==> config.mk <==
export PLATFORM = sky130hd
export DESIGN_NAME = wb_sram_ctrl
export DESIGN_NICKNAME = d
export VERILOG_FILES = /design/src/rtl/wb_sram_ctrl.sv
export SDC_FILE = /design/constraint.sdc
export NUM_CORES = 1
export LEC_CHECK = 0
export ABC_CLOCK_PERIOD_IN_PS = 5600
export CAP_MARGIN = 20
export CORE_ASPECT_RATIO = 1.25
export CORE_MARGIN = 8
export CORE_UTILIZATION = 40
export CTS_CLUSTER_SIZE = 8
export DETAILED_ROUTE_END_ITERATION = 10
export GPL_TIMING_DRIVEN = 1
export PLACE_DENSITY = 0.83
export SYNTH_ARGS = -nofsm -noshare
export SYNTH_HDL_FRONTEND = slang
export SYNTH_SLANG_ARGS = --single-unit
==> constraint.sdc <==
create_clock -name clk -period 5.6 [get_ports clk]
set_input_delay 1.12 -clock clk [delete_from_list [all_inputs] [get_ports clk]]
set_output_delay 1.12 -clock clk [all_outputs]
set_load 0.02 [all_outputs]
==> src/rtl/wb_sram_ctrl.sv <==
// Wishbone classic slave driving one 256x32 single-RW/single-R SRAM macro through its RW port.
// One transaction at a time; every macro and bus output is registered.
module wb_sram_ctrl #(
    parameter logic [31:0] BASE_ADDR  = 32'h0000_0000,
    parameter int          DEPTH_LOG2 = 8,
    parameter int          RD_LAT     = 1
) (
    input  logic                  clk,
    input  logic                  rst,
    input  logic                  wb_cyc_i,
    input  logic                  wb_stb_i,
    input  logic                  wb_we_i,
    input  logic [3:0]            wb_sel_i,
    input  logic [31:0]           wb_adr_i,
    input  logic [31:0]           wb_dat_i,
    output logic [31:0]           wb_dat_o,
    output logic                  wb_ack_o,
    output logic                  wb_err_o,
    output logic                  sram_clk0,
    output logic                  sram_csb0,
    output logic                  sram_web0,
    output logic [7:0]            sram_wmask0,
    output logic [DEPTH_LOG2-1:0] sram_addr0,
    output logic [31:0]           sram_din0,
    input  logic [31:0]           sram_dout0,
    output logic                  sram_clk1,
    output logic                  sram_csb1,
    output logic [DEPTH_LOG2-1:0] sram_addr1
);

    typedef enum logic [1:0] {
        IDLE   = 2'd0,
        ACCESS = 2'd1,
        RDWAIT = 2'd2,
        RESP   = 2'd3
    } state_t;

    localparam logic [1:0] RD_LAT_C = 2'(RD_LAT);

    state_t     state_r;
    logic [1:0] cnt_r;
    logic       we_r;
    logic       req_s;
    logic       in_window_s;
    logic       adr_unused_s;

    assign req_s        = wb_cyc_i & wb_stb_i;
    assign in_window_s  = (wb_adr_i[31:DEPTH_LOG2+2] == BASE_ADDR[31:DEPTH_LOG2+2]);
    assign adr_unused_s = &{1'b0, wb_adr_i[1:0]};

    assign sram_clk0  = clk;
    assign sram_clk1  = clk;
    assign sram_csb1  = 1'b1;
    assign sram_addr1 = {DEPTH_LOG2{1'b0}};

    // Transaction FSM with registered macro controls and bus responses
    always_ff @(posedge clk or posedge rst) begin
        if (rst) begin
            state_r     <= IDLE;
            cnt_r       <= 2'd0;
            we_r        <= 1'b0;
            sram_csb0   <= 1'b1;
            sram_web0   <= 1'b1;
            sram_wmask0 <= 8'h00;
            sram_addr0  <= {DEPTH_LOG2{1'b0}};
            sram_din0   <= 32'h0000_0000;
            wb_ack_o    <= 1'b0;
            wb_err_o    <= 1'b0;
            wb_dat_o    <= 32'h0000_0000;
        end else begin
            case (state_r)
                IDLE: begin
                    if (req_s) begin
                        if (!in_window_s) begin
                            wb_err_o <= 1'b1;
                            state_r  <= RESP;
                        end else if (wb_we_i && (wb_sel_i == 4'b0000)) begin
                            wb_ack_o <= 1'b1;
                            state_r  <= RESP;
                        end else begin
                            sram_addr0  <= wb_adr_i[DEPTH_LOG2+1:2];
                            sram_din0   <= wb_dat_i;
                            sram_wmask0 <= {4'b0000, wb_sel_i};
                            sram_csb0   <= 1'b0;
                            sram_web0   <= ~wb_we_i;
                            we_r        <= wb_we_i;
                            state_r     <= ACCESS;
                        end
                    end else begin
                        state_r <= IDLE;
                    end
                end
                ACCESS: begin
                    // The macro has already captured a write on this edge, so an abort cannot undo it
                    if (!wb_cyc_i) begin
                        sram_csb0 <= 1'b1;
                        sram_web0 <= 1'b1;
                        state_r   <= IDLE;
                    end else if (we_r) begin
                        sram_csb0 <= 1'b1;
                        sram_web0 <= 1'b1;
                        wb_ack_o  <= 1'b1;
                        state_r   <= RESP;
                    end else begin
                        cnt_r   <= RD_LAT_C;
                        state_r <= RDWAIT;
                    end
                end
                RDWAIT: begin
                    // Chip select stays low on the same word; repeated reads are harmless
                    if (!wb_cyc_i) begin
                        sram_csb0 <= 1'b1;
                        sram_web0 <= 1'b1;
                        state_r   <= IDLE;
                    end else if (cnt_r == 2'd1) begin
                        wb_dat_o  <= sram_dout0;
                        wb_ack_o  <= 1'b1;
                        sram_csb0 <= 1'b1;
                        state_r   <= RESP;
                    end else begin
                        cnt_r <= cnt_r - 2'd1;
                    end
                end
                RESP: begin
                    wb_ack_o <= 1'b0;
                    wb_err_o <= 1'b0;
                    state_r  <= IDLE;
                end
                default: begin
                    sram_csb0 <= 1'b1;
                    sram_web0 <= 1'b1;
                    wb_ack_o  <= 1'b0;
                    wb_err_o  <= 1'b0;
                    state_r   <= IDLE;
                end
            endcase
        end
    end

endmodule

==> qor.yml <==
seqPwrFrac: 0.342
synth_async_sr_flop_share: 1.000
grt_max_degree: 48
path_clk_slew_ns: 0.06
nNetsFinal: 556
synthFlopType: "dfrtp_1"
antenna_found_initial: 0
power_leakage_nw: 2.602
synthesis.area_sq_mm: 0.003642
cp-start-kind: "clock port"
cp_max_fo: 2
status: "finished clean"
cts_hold_buf: 0
drtIter0Drc: 67
critPathMaxStageDelay_ns: 0.53
insertion_delay_ns: 0.44
required_ns: 4.48
ys_seq_elements: 85
rows: 39
setup_viol: 0
syn_inst: 255
min-delay-start: "wb_dat_o[30]"
drv_slew: 0
vias: 2723
io_pins: 200
grtUsageTotal: 0.1677
tritoncts: "done"
grt_pass1_vias: 3038
yosys.cell_count.top_type: "dfrtp_1"
yosys-top-cells-count: "dfrtp_1 (83), mux2_2 (80), buf_4 (15)"
dr.pass1.iters: 4
yosysTopAreaCell: "dfrtp_1"
skew_ns: 0.006757
cp_cell_sequence: "clkbuf_16 -> clkbuf_16 -> clkdlybuf4s50_1"
drc_errors: 0
areaGrowthSynthToFinish_pct: 62.14
post_cts_resized: 0
synth_area_leaders: "dfrtp_1 (57%), mux2_2 (25%), buf_4 (3.1%)"
criticalPathCategory: "clock port to output port"
pwr-share-comb: 0.349
drive_gt1_frac: 0.2339
fp.dieH_um: 122.7
chipWidth_um: 101.4
p_per_area_mw_per_mm2: 409.5
io_buffer_count: 184
place_congestion: 0.8165
final_hold_viol_count: 0
setup_ws_ns: 0.8886
p_int_w: 0.001678
clkPwrFrac: 0.309
grt.overflow.total: 0
synth_top_area_share: 0.5703
design.die.area_sq_mm: 0.01243
synth.distinct_cells: 36
place_ws_ns: 1.172
syn_area_per_cell_sq_um: 14.28
dp_hpwl_um: 7889
hold_path.class: "flip-flop to flip-flop"
arrival_ns: 3.59
startpoint: "clk"
relSlewSlack: 0.5663
critPathCaptureType: "output port"
wl_per_cell_um: 17.79
post_cts_buffers: 0
synth.yosys.seq_area_share: 0.5847
switchingPower_w: 0.0007404
max_cap_viol_count: 0
n_antenna_cell: 0
ys_warn_count: 0
ant_nets: 0
vias_per_cell: 4.760
switching_share: 0.3062
cpMaxStageDelayCell: "clkdlybuf4s50_1"
tns_ns: 0
core_sq_mm: 0.008979
tightest_slew_ns: 0.6498
grt_pass1_wl_um: 15590
wl_um: 10180
r2r_start: "state_r[0]"
synth_edf_count: 0
irDropWorstVdd_v: 0.0002848
crit_top_cell: "clkbuf_16"
rsz0062_at_grt: "no"
initial_core_util: 0.4057
-- placed cells by master, fill, tap and decap left out, types with 3 or more instances in the layout --
master / n
mux2_2: 80
o21ai_0: 4
ha_1: 7
conb_1: 13
inv_1: 6
nor2_1: 6
buf_4: 3
nand2_1: 8
clkinv_2: 3
nor4_1: 6
clkbuf_16: 13
dfrtp_1: 83
clkdlybuf4s50_1: 184
-- critical path: cells and delay by family --
| kind | cells | cell delay, ns |
|---|---|---|
| buffers and inverters | 3 | 0.79 |
-- cells by family (layout without fill, tap and decap cells) --
logic type | count (synthesis) | count (layout) | share of synthesized area
flops | 85 | 85 | 0.5847
compound gates | 15 | 15 | 0.02920
fa+ha+maj | 7 | 7 | 0.02405
other cells | 2 | 13 | 0.002062
buf+inv | 31 | 214 | 0.05565
simple gates | 33 | 33 | 0.05153
mux | 82 | 82 | 0.2528
-- sequential cells by signal, indices dropped and copies added (netlist names) --
| signal | count |
|---|---|
| state_r | 2 |
| sram_din0 | 32 |
| wb_ack_o | 1 |
| wb_dat_o | 32 |
| sram_wmask0 | 4 |
| we_r | 1 |
| sram_web0 | 1 |
| sram_csb0 | 1 |
| sram_addr0 | 8 |
| wb_err_o | 1 |
| cnt_r | 2 |
-- final timing paths --
check	slack, ns	cells past startpoint	end
worst max-delay path	0.89	3	sram_clk1
worst min register to register	0.50	1	wb_dat_o[30]
worst max register to register	3.37	6	sram_din0[8]
worst min-delay path	0.50	1	wb_dat_o[30]
min in group asynchronous	1.07	2	sram_din0[1]
max in group asynchronous	3.50	3	wb_dat_o[24]
-- final cells by class --
cell class	count	area, sq um
Clock inverter	3	18.77
Tap cell	123	153.9
Fill cell	693	3073
Timing Repair Buffer	185	1844
Inverter	7	27.53
Clock buffer	19	380.4
Sequential cell	85	2130
Multi-Input combinational cell	150	1351
-- metrics by stage --
step / util / hold WS (ns) / total power [W] / instance area (sq um) / std cells
after floorplan: - / 0.5110 / 0.001331 / 3684 / 266
after global routing: 0.6577 / 0.5185 / 0.002547 / 5906 / 572
after global placement: 0.6155 / 0.4874 / 0.001711 / 5527 / 552
after detailed placement: 0.6155 / 0.4917 / 0.001740 / 5527 / 552
final: 0.6577 / 0.5024 / 0.002418 / 5906 / 572
after CTS: 0.6577 / 0.5054 / 0.002456 / 5906 / 572
-- power groups by stage --
stage | Sequential, W | Clock, W | Combinational, W
finish | 0.000827 | 0.000747 | 0.000845
global placement | 0.000828 | 0.0000480 | 0.000835
detailed placement | 0.000838 | 0.0000480 | 0.000853
CTS | 0.000828 | 0.000772 | 0.000856
floorplan | 0.000990 | 0.0000417 | 0.000299
global route | 0.000847 | 0.000798 | 0.000902
-- routing by layer --
metal	vias up	GRT usage	share of wire
met5	-	0	0
met4	0	0.1167	0.028
met3	21	0.07435	0.10
met2	121	0.2984	0.55
met1	1332	0.1478	0.32
li1	1249	-	-
(Power assumes the default switching activity.)
